[config.mk]
export PLATFORM = sky130hd
export DESIGN_NAME = replay_memory_controller_flat
export DESIGN_NICKNAME = d
export VERILOG_FILES = /design/src/rtl/replay_pkg.sv /design/src/rtl/replay_memory_controller_if.sv /design/src/rtl/replay_lfsr.sv /design/src/rtl/replay_memory_controller.sv /design/src/flat_wrapper.sv
export SDC_FILE = /design/constraint.sdc
export NUM_CORES = 1
export LEC_CHECK = 0
export CAP_MARGIN = 5
export CORE_ASPECT_RATIO = 0.9
export CORE_UTILIZATION = 35
export CTS_CLUSTER_DIAMETER = 150
export DETAILED_ROUTE_END_ITERATION = 10
export HOLD_SLACK_MARGIN = 0.02
export PLACE_DENSITY_LB_ADDON = 0.2
export SYNTH_ARGS = -nofsm -noshare
export SYNTH_HDL_FRONTEND = slang
export SYNTH_SLANG_ARGS = --single-unit
[constraint.sdc]
create_clock -name clk -period 3 [get_ports clk]
set_input_delay 0.9 -clock clk [delete_from_list [all_inputs] [get_ports clk]]
set_output_delay 0.9 -clock clk [all_outputs]
set_load 0.1 [all_outputs]
[src/rtl/replay_pkg.sv]
// Shared types, constants and helpers for the experience-replay controller
// and its LFSR address generator.
package replay_pkg;

    typedef enum logic [1:0] {
        IDLE  = 2'd0,
        ISSUE = 2'd1,
        DRAIN = 2'd2,
        DONE  = 2'd3
    } state_t;

    localparam logic RW_WRITE = 1'b0;
    localparam logic RW_READ  = 1'b1;

    function automatic int clog2(input int value);
        int result;
        int v;
        result = 0;
        v      = value - 1;
        while (v > 0) begin
            result = result + 1;
            v      = v >> 1;
        end
        return result;
    endfunction

    // Fibonacci feedback masks: bit k set means register bit k feeds the XOR.
    function automatic logic [63:0] lfsr_taps(input int width);
        logic [63:0] mask;
        case (width)
            8:       mask = 64'h0000_0000_0000_00B8;
            10:      mask = 64'h0000_0000_0000_0240;
            12:      mask = 64'h0000_0000_0000_0829;
            14:      mask = 64'h0000_0000_0000_2015;
            16:      mask = 64'h0000_0000_0000_B400;
            20:      mask = 64'h0000_0000_0009_0000;
            24:      mask = 64'h0000_0000_00E1_0000;
            32:      mask = 64'h0000_0000_8020_0003;
            default: mask = (64'd3 << (width - 2));
        endcase
        return mask;
    endfunction

endpackage

[src/rtl/replay_memory_controller_if.sv]
// Control bus between agent/trainer, the replay RAM and the replay controller.
interface replay_memory_controller_if #(
    parameter int ADDR_W = 14
);
    logic              i_store_valid;
    logic              i_sample_start;
    logic              i_ram_valid;
    logic              o_ram_valid;
    logic              o_ram_rw_select;
    logic [ADDR_W-1:0] o_ram_addr;
    logic [ADDR_W:0]   o_count;
    logic              o_full;
    logic              o_sample_busy;
    logic              o_sample_done;
    logic              o_sample_reject;

    modport master (
        output i_store_valid, i_sample_start, i_ram_valid,
        input  o_ram_valid, o_ram_rw_select, o_ram_addr, o_count, o_full,
               o_sample_busy, o_sample_done, o_sample_reject
    );

    modport slave (
        input  i_store_valid, i_sample_start, i_ram_valid,
        output o_ram_valid, o_ram_rw_select, o_ram_addr, o_count, o_full,
               o_sample_busy, o_sample_done, o_sample_reject
    );
endinterface

[src/rtl/replay_lfsr.sv]
// Free-running Fibonacci LFSR (shift left, feedback into bit 0); a zero seed
// is replaced by 1 so the register never locks up.
module replay_lfsr
    import replay_pkg::*;
#(
    parameter int          WIDTH = 16,
    parameter logic [63:0] SEED  = 64'hACE1,
    parameter int          OUT_W = WIDTH
) (
    input  logic             clk,
    input  logic             rst,
    input  logic             en,
    output logic [OUT_W-1:0] o_value
);
    localparam logic [63:0]      TAPS_ALL = lfsr_taps(WIDTH);
    localparam logic [WIDTH-1:0] TAPS     = TAPS_ALL[WIDTH-1:0];
    localparam logic [WIDTH-1:0] SEED_W   = (SEED[WIDTH-1:0] == '0) ? WIDTH'(1) : SEED[WIDTH-1:0];

    logic [WIDTH-1:0] lfsr_q;
    logic [WIDTH-1:0] lfsr_d;
    logic [WIDTH-1:0] tap_bits;

    genvar gi;
    generate
        for (gi = 0; gi < WIDTH; gi++) begin : g_tap
            assign tap_bits[gi] = lfsr_q[gi] & TAPS[gi];
        end
    endgenerate

    always_comb begin
        lfsr_d = lfsr_q;
        if (en) begin
            lfsr_d = {lfsr_q[WIDTH-2:0], ^tap_bits};
        end
    end

    always_ff @(posedge clk or posedge rst) begin
        if (rst) begin
            lfsr_q <= SEED_W;
        end else begin
            lfsr_q <= lfsr_d;
        end
    end

    assign o_value = lfsr_q[OUT_W-1:0];

endmodule

[src/rtl/replay_memory_controller.sv]
// Replay RAM sequencer: circular store pointer and fill count, plus minibatch
// sampling with LFSR addresses; stores always win the single RAM port.
module replay_memory_controller
    import replay_pkg::*;
#(
    parameter int          MEMORY_WIDTH = 10000,
    parameter int          BATCH_SIZE   = 32,
    parameter int          LFSR_WIDTH   = 16,
    parameter logic [63:0] LFSR_SEED    = 64'hACE1
) (
    input logic                       clk,
    input logic                       rst,
    replay_memory_controller_if.slave bus
);
    localparam int ADDR_W = clog2(MEMORY_WIDTH);
    localparam int CNT_W  = clog2(BATCH_SIZE + 1);

    localparam logic [ADDR_W:0]   MEM_CNT   = (ADDR_W + 1)'(MEMORY_WIDTH);
    localparam logic [ADDR_W:0]   BATCH_CNT = (ADDR_W + 1)'(BATCH_SIZE);
    localparam logic [CNT_W-1:0]  BATCH_LEN = CNT_W'(BATCH_SIZE);
    localparam logic [ADDR_W-1:0] LAST_ADDR = ADDR_W'(MEMORY_WIDTH - 1);

    state_t            state_q, state_d;
    logic [ADDR_W-1:0] wr_ptr_q, wr_ptr_d;
    logic [ADDR_W:0]   count_q, count_d;
    logic [CNT_W-1:0]  issued_q, issued_d;
    logic [CNT_W-1:0]  returned_q, returned_d;
    logic              ram_valid_q, ram_valid_d;
    logic              ram_rw_q, ram_rw_d;
    logic [ADDR_W-1:0] ram_addr_q, ram_addr_d;
    logic              full_q, full_d;
    logic              busy_q, busy_d;
    logic              done_q, done_d;
    logic              reject_q, reject_d;

    logic [ADDR_W-1:0] cand;
    logic              cand_ok;

    replay_lfsr #(
        .WIDTH (LFSR_WIDTH),
        .SEED  (LFSR_SEED),
        .OUT_W (ADDR_W)
    ) u_lfsr (
        .clk     (clk),
        .rst     (rst),
        .en      (1'b1),
        .o_value (cand)
    );

    // Rejection sampling against the live fill count instead of a modulo.
    assign cand_ok = ({1'b0, cand} < count_q);

    always_comb begin
        state_d     = state_q;
        wr_ptr_d    = wr_ptr_q;
        count_d     = count_q;
        issued_d    = issued_q;
        returned_d  = returned_q;
        ram_valid_d = 1'b0;
        ram_rw_d    = RW_WRITE;
        ram_addr_d  = '0;
        reject_d    = 1'b0;

        if (bus.i_store_valid) begin
            ram_valid_d = 1'b1;
            ram_rw_d    = RW_WRITE;
            ram_addr_d  = wr_ptr_q;
            wr_ptr_d    = (wr_ptr_q == LAST_ADDR) ? '0 : wr_ptr_q + ADDR_W'(1);
            if (count_q != MEM_CNT) begin
                count_d = count_q + (ADDR_W + 1)'(1);
            end
        end

        case (state_q)
            IDLE: begin
                if (bus.i_sample_start) begin
                    if (count_q >= BATCH_CNT) begin
                        state_d    = ISSUE;
                        issued_d   = '0;
                        returned_d = '0;
                    end else begin
                        reject_d = 1'b1;
                    end
                end
            end
            ISSUE: begin
                if (bus.i_ram_valid) begin
                    returned_d = returned_q + CNT_W'(1);
                end
                if (!bus.i_store_valid && cand_ok) begin
                    ram_valid_d = 1'b1;
                    ram_rw_d    = RW_READ;
                    ram_addr_d  = cand;
                    issued_d    = issued_q + CNT_W'(1);
                    if (issued_q == BATCH_LEN - CNT_W'(1)) begin
                        state_d = DRAIN;
                    end
                end
            end
            DRAIN: begin
                if (bus.i_ram_valid) begin
                    returned_d = returned_q + CNT_W'(1);
                end
                if (returned_d >= BATCH_LEN) begin
                    state_d = DONE;
                end
            end
            DONE: begin
                state_d = IDLE;
            end
            default: begin
                state_d = IDLE;
            end
        endcase

        // Done is registered on entry to DONE so it is visible during DONE.
        done_d = (state_q == DRAIN) && (state_d == DONE);
        busy_d = (state_d != IDLE);
        full_d = (count_d == MEM_CNT);
    end

    always_ff @(posedge clk or posedge rst) begin
        if (rst) begin
            state_q     <= IDLE;
            wr_ptr_q    <= '0;
            count_q     <= '0;
            issued_q    <= '0;
            returned_q  <= '0;
            ram_valid_q <= 1'b0;
            ram_rw_q    <= 1'b0;
            ram_addr_q  <= '0;
            full_q      <= 1'b0;
            busy_q      <= 1'b0;
            done_q      <= 1'b0;
            reject_q    <= 1'b0;
        end else begin
            state_q     <= state_d;
            wr_ptr_q    <= wr_ptr_d;
            count_q     <= count_d;
            issued_q    <= issued_d;
            returned_q  <= returned_d;
            ram_valid_q <= ram_valid_d;
            ram_rw_q    <= ram_rw_d;
            ram_addr_q  <= ram_addr_d;
            full_q      <= full_d;
            busy_q      <= busy_d;
            done_q      <= done_d;
            reject_q    <= reject_d;
        end
    end

    assign bus.o_ram_valid     = ram_valid_q;
    assign bus.o_ram_rw_select = ram_rw_q;
    assign bus.o_ram_addr      = ram_addr_q;
    assign bus.o_count         = count_q;
    assign bus.o_full          = full_q;
    assign bus.o_sample_busy   = busy_q;
    assign bus.o_sample_done   = done_q;
    assign bus.o_sample_reject = reject_q;

endmodule
[src/flat_wrapper.sv]
// flat-port wrapper written by rule: the top's interface ports become plain ports
module replay_memory_controller_flat import replay_pkg::*;
#(
    parameter int          MEMORY_WIDTH = 10000,
    parameter int          BATCH_SIZE   = 32,
    parameter int          LFSR_WIDTH   = 16,
    parameter logic [63:0] LFSR_SEED    = 64'hACE1
)
  (clk, rst, bus_i_store_valid, bus_i_sample_start, bus_i_ram_valid, bus_o_ram_valid, bus_o_ram_rw_select, bus_o_ram_addr, bus_o_count, bus_o_full, bus_o_sample_busy, bus_o_sample_done, bus_o_sample_reject);
  replay_memory_controller_if bus_i ();
  input logic clk;
  input logic rst;
  input wire logic [$bits(bus_i.i_store_valid)-1:0] bus_i_store_valid;
  input wire logic [$bits(bus_i.i_sample_start)-1:0] bus_i_sample_start;
  input wire logic [$bits(bus_i.i_ram_valid)-1:0] bus_i_ram_valid;
  output wire logic [$bits(bus_i.o_ram_valid)-1:0] bus_o_ram_valid;
  output wire logic [$bits(bus_i.o_ram_rw_select)-1:0] bus_o_ram_rw_select;
  output wire logic [$bits(bus_i.o_ram_addr)-1:0] bus_o_ram_addr;
  output wire logic [$bits(bus_i.o_count)-1:0] bus_o_count;
  output wire logic [$bits(bus_i.o_full)-1:0] bus_o_full;
  output wire logic [$bits(bus_i.o_sample_busy)-1:0] bus_o_sample_busy;
  output wire logic [$bits(bus_i.o_sample_done)-1:0] bus_o_sample_done;
  output wire logic [$bits(bus_i.o_sample_reject)-1:0] bus_o_sample_reject;
  assign bus_i.i_store_valid = bus_i_store_valid;
  assign bus_i.i_sample_start = bus_i_sample_start;
  assign bus_i.i_ram_valid = bus_i_ram_valid;
  assign bus_o_ram_valid = bus_i.o_ram_valid;
  assign bus_o_ram_rw_select = bus_i.o_ram_rw_select;
  assign bus_o_ram_addr = bus_i.o_ram_addr;
  assign bus_o_count = bus_i.o_count;
  assign bus_o_full = bus_i.o_full;
  assign bus_o_sample_busy = bus_i.o_sample_busy;
  assign bus_o_sample_done = bus_i.o_sample_done;
  assign bus_o_sample_reject = bus_i.o_sample_reject;
  replay_memory_controller #(.MEMORY_WIDTH(MEMORY_WIDTH), .BATCH_SIZE(BATCH_SIZE), .LFSR_WIDTH(LFSR_WIDTH), .LFSR_SEED(LFSR_SEED)) u_core (.clk(clk), .rst(rst), .bus(bus_i));
endmodule
[After elaboration in Yosys (flattened, before gate mapping)]
Cells that the tools add are included.
Storage, ports and cells
  word-level logic and storage cells: 68
  register bits: 79
  input port bits: 5
Operators by class
  reductions and logical operators: 10
  order comparisons: 3
  mux-type cells: 27
  eq/ne operators: 11
  add/subtract/negate cells: 4
Operators with widths (count)
  $mux 14: 4
  $mux 15: 2
  $mux 6: 5
  $pmux 6 s3: 1
  $reduce_xor 16->1: 1
  $add 15x1->15 const B: 1
  $eq 15x14->1 const B: 1
  $ge 15x6->1 const B: 1
  $lt 14x15->1: 1
  $ne 15x14->1 const B: 1
  $add 14x1->14 const B: 1
  $eq 14x14->1 const B: 1
  $add 6x1->6 const B: 2
  $pmux 6 s2: 1
  $mux 2: 5
  $mux 1: 8
  $pmux 2 s4: 1
  $eq 2x2->1 const B: 3
  $eq 6x5->1 const B: 1
  $ge 6x6->1 const B: 1
  $ne 2x1->1 const B: 2
  $reduce_and 4->1: 1
  $reduce_bool 2->1: 2
  $reduce_and 3->1: 1
  6 further kinds: 7

[Logic depth before layout (Yosys ltp)]
Gate-level depths: netlist (run 1).
  word-level depth: 8
  depth in mapped cells: 11
  mapped depth without buffers: 9

[Modules after synthesis]
A second synthesis (run 1) with hierarchy kept.
Second synthesis, totals
  cell total of the unflattened synthesis: 384
  area, all modules: 4072.7 um2
Modules (own cells, without submodules)
  replay_memory_controller: seq. area each 1576.5 um2, times used 1, cells each 331, area an instance 3288.2 um2
  replay_lfsr: seq. area each 410.4 um2, times used 1, cells each 53, area an instance 784.5 um2

[Worst setup path before layout (run 1)]
Ideal clock, no wire load.
  kind: flip-flop to flip-flop
  from: register u_core.count_q[8] (netlist: u_core.bus.o_count[8])
  to: register u_core.issued_q[0]
  stages on the path, launching flop included: 11
  period minus slack after synthesis: 3.271 ns
  arrival time: 3.129 ns
  setup time: 0.142 ns
  path slack: -0.271 ns
  path through: dfrtp_1 > inv_1 > ha_1 > a21o_1 > a221o_1 > a21oi_1 > o2111ai_1 > inv_1 > buf_1 > xnor2_1 > o221ai_1
On the way
  cells in the longest elaborated chain, start to end: 4
RTL lines
  from (decl): RTL line replay_memory_controller.sv:25  | logic [ADDR_W:0] count_q, count_d;
  from (signal assigned): RTL line replay_memory_controller.sv:139  | count_q <= count_d;
  $lt 14x15->1: RTL line replay_memory_controller.sv:51  | assign cand_ok = ({1'b0, cand} < count_q);
  $logic_and 1x1->1: RTL line replay_memory_controller.sv:90  | if (!bus.i_store_valid && cand_ok) begin
  $ne 2x1->1 (no line)
  $reduce_and 4->1 (no line) (*)
  to (signal assigned): RTL line replay_memory_controller.sv:140  | issued_q <= issued_d;
  to (decl): RTL line replay_memory_controller.sv:26  | logic [CNT_W-1:0] issued_q, issued_d;
Mark *: on every way between the ends. The rest lies on a longest branch, timed or not.
A chain may end at the register's enable or synchronous reset.

[Worst setup path in the final report (run 1)]
  from: register u_core.count_q[14] (netlist: u_core.bus.o_count[14])
  to: register u_core.full_q (netlist: u_core.bus.o_full)
On the way
  cells in the longest elaborated chain, start to end: 4
RTL lines
  $add 15x1->15 / $ne 15x14->1 (equally long branches): RTL line replay_memory_controller.sv:70, replay_memory_controller.sv:69
  $mux 15: RTL line replay_memory_controller.sv:69  | if (count_q != MEM_CNT) begin
  $mux 15 (*): RTL line replay_memory_controller.sv:64  | if (bus.i_store_valid) begin
  $eq 15x14->1 (*): RTL line replay_memory_controller.sv:119  | full_d = (count_d == MEM_CNT);
  net u_core.full_d: RTL line replay_memory_controller.sv:31  | logic full_q, full_d;
  to (signal assigned): RTL line replay_memory_controller.sv:145  | full_q <= full_d;
  to (decl): RTL line replay_memory_controller.sv:31
The timed path passes the listed nets; every way through them passes the cells marked *.

==> flow_summary.json, run 1 <==
{
  "max-slew-margin-rel": 0.6617,
  "diodes": 0,
  "power_per_cell_area_mw_per_mm2": 957.1,
  "detail_route.drc_violations": 0,
  "clock_latency_ns": 0.34,
  "status": "completed",
  "crit_type": "reg -> reg",
  "ctsResizeCount": 0,
  "nets": 446,
  "ioPinCount": 40,
  "syn_inst": 367,
  "crit_required_ns": 3.25,
  "drt-total-wl_mm": 8.789,
  "cp_data_arrival_time_ns": 2.98,
  "max_freq_ghz": 0.3668,
  "drt_iter0_markers": 137,
  "skew_ns": 0.008356,
  "ant_nets": 0,
  "fin_util": 0.4412,
  "ys_types": 51,
  "maxCapViolCount": 0,
  "cts_buffers": 9,
  "start_kind": "register",
  "ys_warn_count": 0,
  "firstDrtPassIters": 4,
  "syn_nets": 393,
  "post_dp_cell_area_sq_mm": 0.004479,
  "fin_crit_ns": 2.726,
  "ys_seq_area_frac": 0.5093,
  "final_cell_mix": "63 x dfrtp_1, 46 x buf_4, 30 x nand2_1",
  "via_count": 2949,
  "fillers": 1070,
  "p_leak_uw": 0.002236,
  "drv_slew": 0,
  "hold_viol_final": 0,
  "core_area_sq_mm": 0.01086,
  "place_ws_ns": -0.3347,
  "finalSetupViolations": 0,
  "dieArea_sq_mm": 0.01157,
  "antenna_found_initial": 0,
  "register_area_sq_mm": 0.001997,
  "via_per_inst": 5.111,
  "grt_usage": 0.1681,
  "multi_input_comb_area_sq_mm": 0.001772,
  "min_period_over_period": 0.9088,
  "design_area_sq_mm": 0.004790,
  "fin_tns_setup_ns": 0,
  "cp_max_fo": 5,
  "layout.cells.most_common": "dfrtp_1",
  "drive_gt1_frac": 0.2165,
  "syn_area_per_cell_sq_um": 10.63,
  "grt_pass1_wl_mm": 14.79,
  "peakVddDrop_uv": 941.6,
  "wire_per_inst_um": 15.23,
  "hold_buffers": 0,
  "setup_ws_ns": 0.2736,
  "clockBufferDepth": 2,
  "crit_path_end_kind": "register",
  "rsz0062_at_grt": "no",
  "ys_ff_latch": 79,
  "cts_root_buf": "clkbuf_16",
  "gr-total-overflow": 0,
  "area_delta_synth_final_pct": 22.77,
  "grt_max_degree": 80,
  "cts_tree": "done",
  "grt_pass1_vias": 2903,
  "rows": 36,
  "die_h_um": 102.2,
  "hp-class": "reg -> reg",
  "cts_sinks": 79,
  "hpwl_mm": 6.190,
  "tightest_slew_ns": 0.5074,
  "clkTransAtPathRegs_ns": 0.06,
  "htree_levels": 3,
  "place_congestion": 0.7884,
  "numPortBuffers": 39,
  "cts_setup_buffers": 0,
  "initial_core_util": 0.3594,
  "syn_area_sq_mm": 0.003901,
  "die_x_um": 113.3
}
-- path summary, 6_finish.rpt --
check / from / endpoint / slack [ns] / cells past startpoint
min reg2reg: u_core.u_lfsr.lfsr_q[14] / u_core.u_lfsr.lfsr_q[15] / 0.36 / 0
max in group asynchronous: rst / u_core.u_lfsr.lfsr_q[5] / 1.62 / 3
min in group asynchronous: rst / u_core.issued_q[5] / 1.04 / 3
max: u_core.bus.o_count[14] / u_core.bus.o_full / 0.27 / 6
min: u_core.u_lfsr.lfsr_q[14] / u_core.u_lfsr.lfsr_q[15] / 0.36 / 0
max reg2reg: u_core.bus.o_count[14] / u_core.bus.o_full / 0.27 / 6
-- report_power, final --
part	leakage [uW]	total, uW	switching (uW)	internal (uW)
combinational	0.00112	1910	1350	564
clock	0.000135	1100	449	649
sequential	0.000979	1580	285	1290
total	0.00224	4580	2080	2500
-- per-stage QoR --
stage	hold slack (ns)	cells	power, uW
after floorplan	0.3330	367	3029
after global placement	0.3374	561	3479
after detailed placement	0.3490	561	3503
after CTS	0.3640	577	4621
after global routing	0.3773	577	4848
final	0.3592	577	4584
-- final cells by class --
type / count / share of cell area
Multi-Input combinational cell: 249 / 0.3699
Tap cell: 152 / 0.03971
Inverter: 29 / 0.02351
Clock buffer: 10 / 0.04781
Timing Repair Buffer: 52 / 0.08751
Clock inverter: 6 / 0.01463
Sequential cell: 79 / 0.4169
-- routing by layer --
metal  track usage  routed length (um)  up-vias
li1              -                   -     1430
met1        0.2333                4463     1468
met5             0                   0        -
met3       0.04270                 275       10
met2        0.2567                3923       41
met4       0.05870                 127        0
-- cells in the mapped netlist, drive strengths merged --
master / count / share of area
nand3: 17 / 0.022
a21oi: 8 / 0.010
nor3b: 1 / 0.0019
inv: 29 / 0.028
o41ai: 2 / 0.0093
nor4: 4 / 0.0096
nor3: 12 / 0.015
a21o: 4 / 0.0077
or2: 1 / 0.0016
o22a: 2 / 0.0045
xnor2: 26 / 0.058
buf: 4 / 0.0042
o2111ai: 1 / 0.0022
or3: 3 / 0.0061
nor2: 23 / 0.022
or4b: 1 / 0.0026
o211a: 1 / 0.0026
o221ai: 4 / 0.0090
a221o: 1 / 0.0026
o22ai: 2 / 0.0032
dfstp: 8 / 0.054
o211ai: 3 / 0.0058
and3: 2 / 0.0032
a22o: 20 / 0.045
clkbuf: 6 / 0.0058
a211oi: 1 / 0.0019
a31oi: 1 / 0.0016
o21ai: 13 / 0.017
and2: 2 / 0.0032
a21boi: 1 / 0.0019
nand2: 30 / 0.029
and4: 1 / 0.0022
and4b: 1 / 0.0029
xor2: 6 / 0.013
nor4b: 1 / 0.0022
a211o: 3 / 0.0067
mux2i: 4 / 0.010
or4: 6 / 0.013
dfrtp: 71 / 0.46
nand4: 15 / 0.026
ha: 21 / 0.067
nor2b: 3 / 0.0048
mux2: 2 / 0.0058
-- sequential cells by signal (all words and copies together) (netlist names) --
signal	count
u_core.bus.o_ram_valid	1
u_core.u_lfsr.lfsr_q	16
u_core.state_q	2
u_core.issued_q	6
u_core.bus.o_ram_rw_select	1
u_core.bus.o_sample_busy	1
u_core.bus.o_full	1
u_core.bus.o_count	15
u_core.wr_ptr_q	14
u_core.returned_q	6
u_core.bus.o_ram_addr	14
u_core.bus.o_sample_done	1
u_core.bus.o_sample_reject	1
-- worst max-delay path, cell delays in order (launching register included) --
cell,delay (ns)
dfrtp_2,0.45
or4_4,0.55
or3_4,0.38
o41ai_4,0.44
mux2i_1,0.16
or4_1,0.44
nor4_2,0.21
-- cells by family after synthesis --
| group | count (synthesis) | share of synthesized area |
|---|---|---|
| adder cells (fa/ha/maj) | 21 | 0.06735 |
| multiplexers | 6 | 0.01604 |
| buffers and inverters | 39 | 0.03784 |
| XOR/XNOR | 32 | 0.07184 |
| flip-flops | 79 | 0.5093 |
| AND/OR/NAND/NOR | 123 | 0.1668 |
| AO/OA/AOI/OAI | 67 | 0.1309 |
(Power assumes the default switching activity.)
==> run 2, diff against run 1 <==
CTS_CLUSTER_DIAMETER = default   (was 150)
==> results of run 2 <==
Final layout, timing and power as in run 1 (identical DEF).
==> run 3, diff against run 2 <==
CORE_ASPECT_RATIO = 1.25   (was 0.9)
HOLD_SLACK_MARGIN = 0.06   (was 0.02)
==> flow_summary.json, run 3 (synthesis gave the netlist of run 1 again) <==
{
  "wire_per_inst_um": 15.59,
  "p_int_uw": 2420,
  "clock_latency_ns": 0.34,
  "p_leak_uw": 0.002230,
  "numPortBuffers": 39,
  "finalSetupViolations": 0,
  "multi_input_comb_area_sq_mm": 0.001767,
  "final_cell_mix": "63 x dfrtp_1, 49 x buf_4, 30 x nand2_1",
  "drt_iter0_markers": 164,
  "tightest_slew_ns": 0.5188,
  "peakVddDrop_uv": 472.2,
  "max_freq_ghz": 0.3620,
  "crit_type": "in -> reg",
  "power_per_cell_area_mw_per_mm2": 946.7,
  "grt_pass1_vias": 2782,
  "grt_max_degree": 80,
  "hold_viol_final": 0,
  "p_clk_frac": 0.223,
  "cts_setup_buffers": 0,
  "clockBufferDepth": 2,
  "design_area_sq_mm": 0.004740,
  "cp_max_fo": 3,
  "hold_buffers": 0,
  "skew_ns": 0.01123,
  "dieArea_sq_mm": 0.01158,
  "setup_ws_ns": 0.2374,
  "cts_tree": "done",
  "initial_core_util": 0.3639,
  "cts_root_buf": "clkbuf_16",
  "ctsResizeCount": 1,
  "layout.cells.most_common": "dfrtp_1",
  "clkTransAtPathRegs_ns": 0.07,
  "fin_util": 0.4421,
  "grt_usage": 0.1631,
  "core_area_sq_mm": 0.01072,
  "detail_route.drc_violations": 0,
  "crit_required_ns": 3.25,
  "grt_pass1_wl_mm": 14.22,
  "antenna_found_initial": 0,
  "swShare": 0.4607,
  "p_sw_uw": 2067,
  "start_kind": "primary input",
  "drv_slew": 0,
  "status": "completed",
  "regMostFlops": "u_core.u_lfsr.lfsr_q",
  "max-slew-margin-rel": 0.6541,
  "gr-total-overflow": 0,
  "fillers": 1061,
  "maxCapViolCount": 0,
  "via_count": 2922,
  "area_delta_synth_final_pct": 21.49,
  "rows": 42,
  "register_area_sq_mm": 0.001997,
  "htree_levels": 3,
  "ant_nets": 0,
  "hpwl_mm": 6.110,
  "die_h_um": 120.0,
  "firstDrtPassIters": 6,
  "drive_gt1_frac": 0.2183,
  "ioPinCount": 40,
  "drt-total-wl_mm": 8.700,
  "place_ws_ns": -0.3663,
  "crit_path_end_kind": "register",
  "rsz0062_at_grt": "no",
  "cts_buffers": 9,
  "cp_data_arrival_time_ns": 3.01,
  "hp-class": "reg -> reg",
  "seq_power_share": 0.350,
  "ff2ff_setup_slack_ns": 0.28,
  "diodes": 0,
  "die_x_um": 96.43,
  "nets": 448,
  "place_congestion": 0.8710,
  "min_period_over_period": 0.9209,
  "post_dp_cell_area_sq_mm": 0.004469,
  "fin_crit_ns": 2.763,
  "largest_reg_flops": 16,
  "via_per_inst": 5.237,
  "cts_sinks": 79,
  "p_comb_frac": 0.427
}
run 3: area by class of cell:
type,count,area share
sequential,79,0.4213
multi-input combinational,249,0.3728
timing repair buffer,54,0.09002
clock buffer,9,0.04752
tap,132,0.03485
inverter,29,0.02376
clock inverter,6,0.009768
run 3: final timing paths:
path | from | to | depth (start not counted)
worst min register to register | u_core.u_lfsr.lfsr_q[14] | u_core.u_lfsr.lfsr_q[15] | 0
worst max-delay path | bus_i_store_valid | u_core.bus.o_full | 7
worst min-delay path | u_core.u_lfsr.lfsr_q[14] | u_core.u_lfsr.lfsr_q[15] | 0
max in group asynchronous | rst | u_core.u_lfsr.lfsr_q[5] | 3
min in group asynchronous | rst | u_core.issued_q[2] | 3
worst max register to register | u_core.bus.o_count[14] | u_core.bus.o_full | 6
run 3: layer usage:
layer	track usage	wire (um)	vias up	share of wire
met1	0.2284	4175	1413	0.48
met3	0.04119	311	17	0.036
met5	0	0	-	0
met2	0.2385	4006	71	0.46
met4	0.06710	206	0	0.024
li1	-	-	1421	-
run 3: power groups by stage:
stage,Sequential (uW),Combinational [uW],Clock [uW]
6_report,1570,1920,999
5_1_grt,1610,2060,1070
4_1_cts,1570,1930,1030
3_5_place_dp,1580,1930,0
3_3_place_gp,1570,1900,0
2_1_floorplan,2210,821,0
run 3: critical path: stages:
cell	delay, ns
dlygate4sd2_1	0.27
nand4_1	0.15
nor4_2	0.34
xnor2_1	0.11
or4_1	0.53
or4_1	0.50
nor4_2	0.22
run 3: per-stage QoR:
| stage | total power (uW) | std cells | setup TNS [ns] | hold slack [ns] |
|---|---|---|---|---|
| 3_5_place_dp | 3508 | 543 | -0.3663 | 0.3403 |
| 2_1_floorplan | 3029 | 367 | 0 | 0.3330 |
| 5_1_grt | 4742 | 558 | 0 | 0.3556 |
| 3_3_place_gp | 3480 | 543 | -0.2879 | 0.3356 |
| 4_1_cts | 4531 | 558 | 0 | 0.3546 |
| 6_report | 4487 | 558 | 0 | 0.3535 |
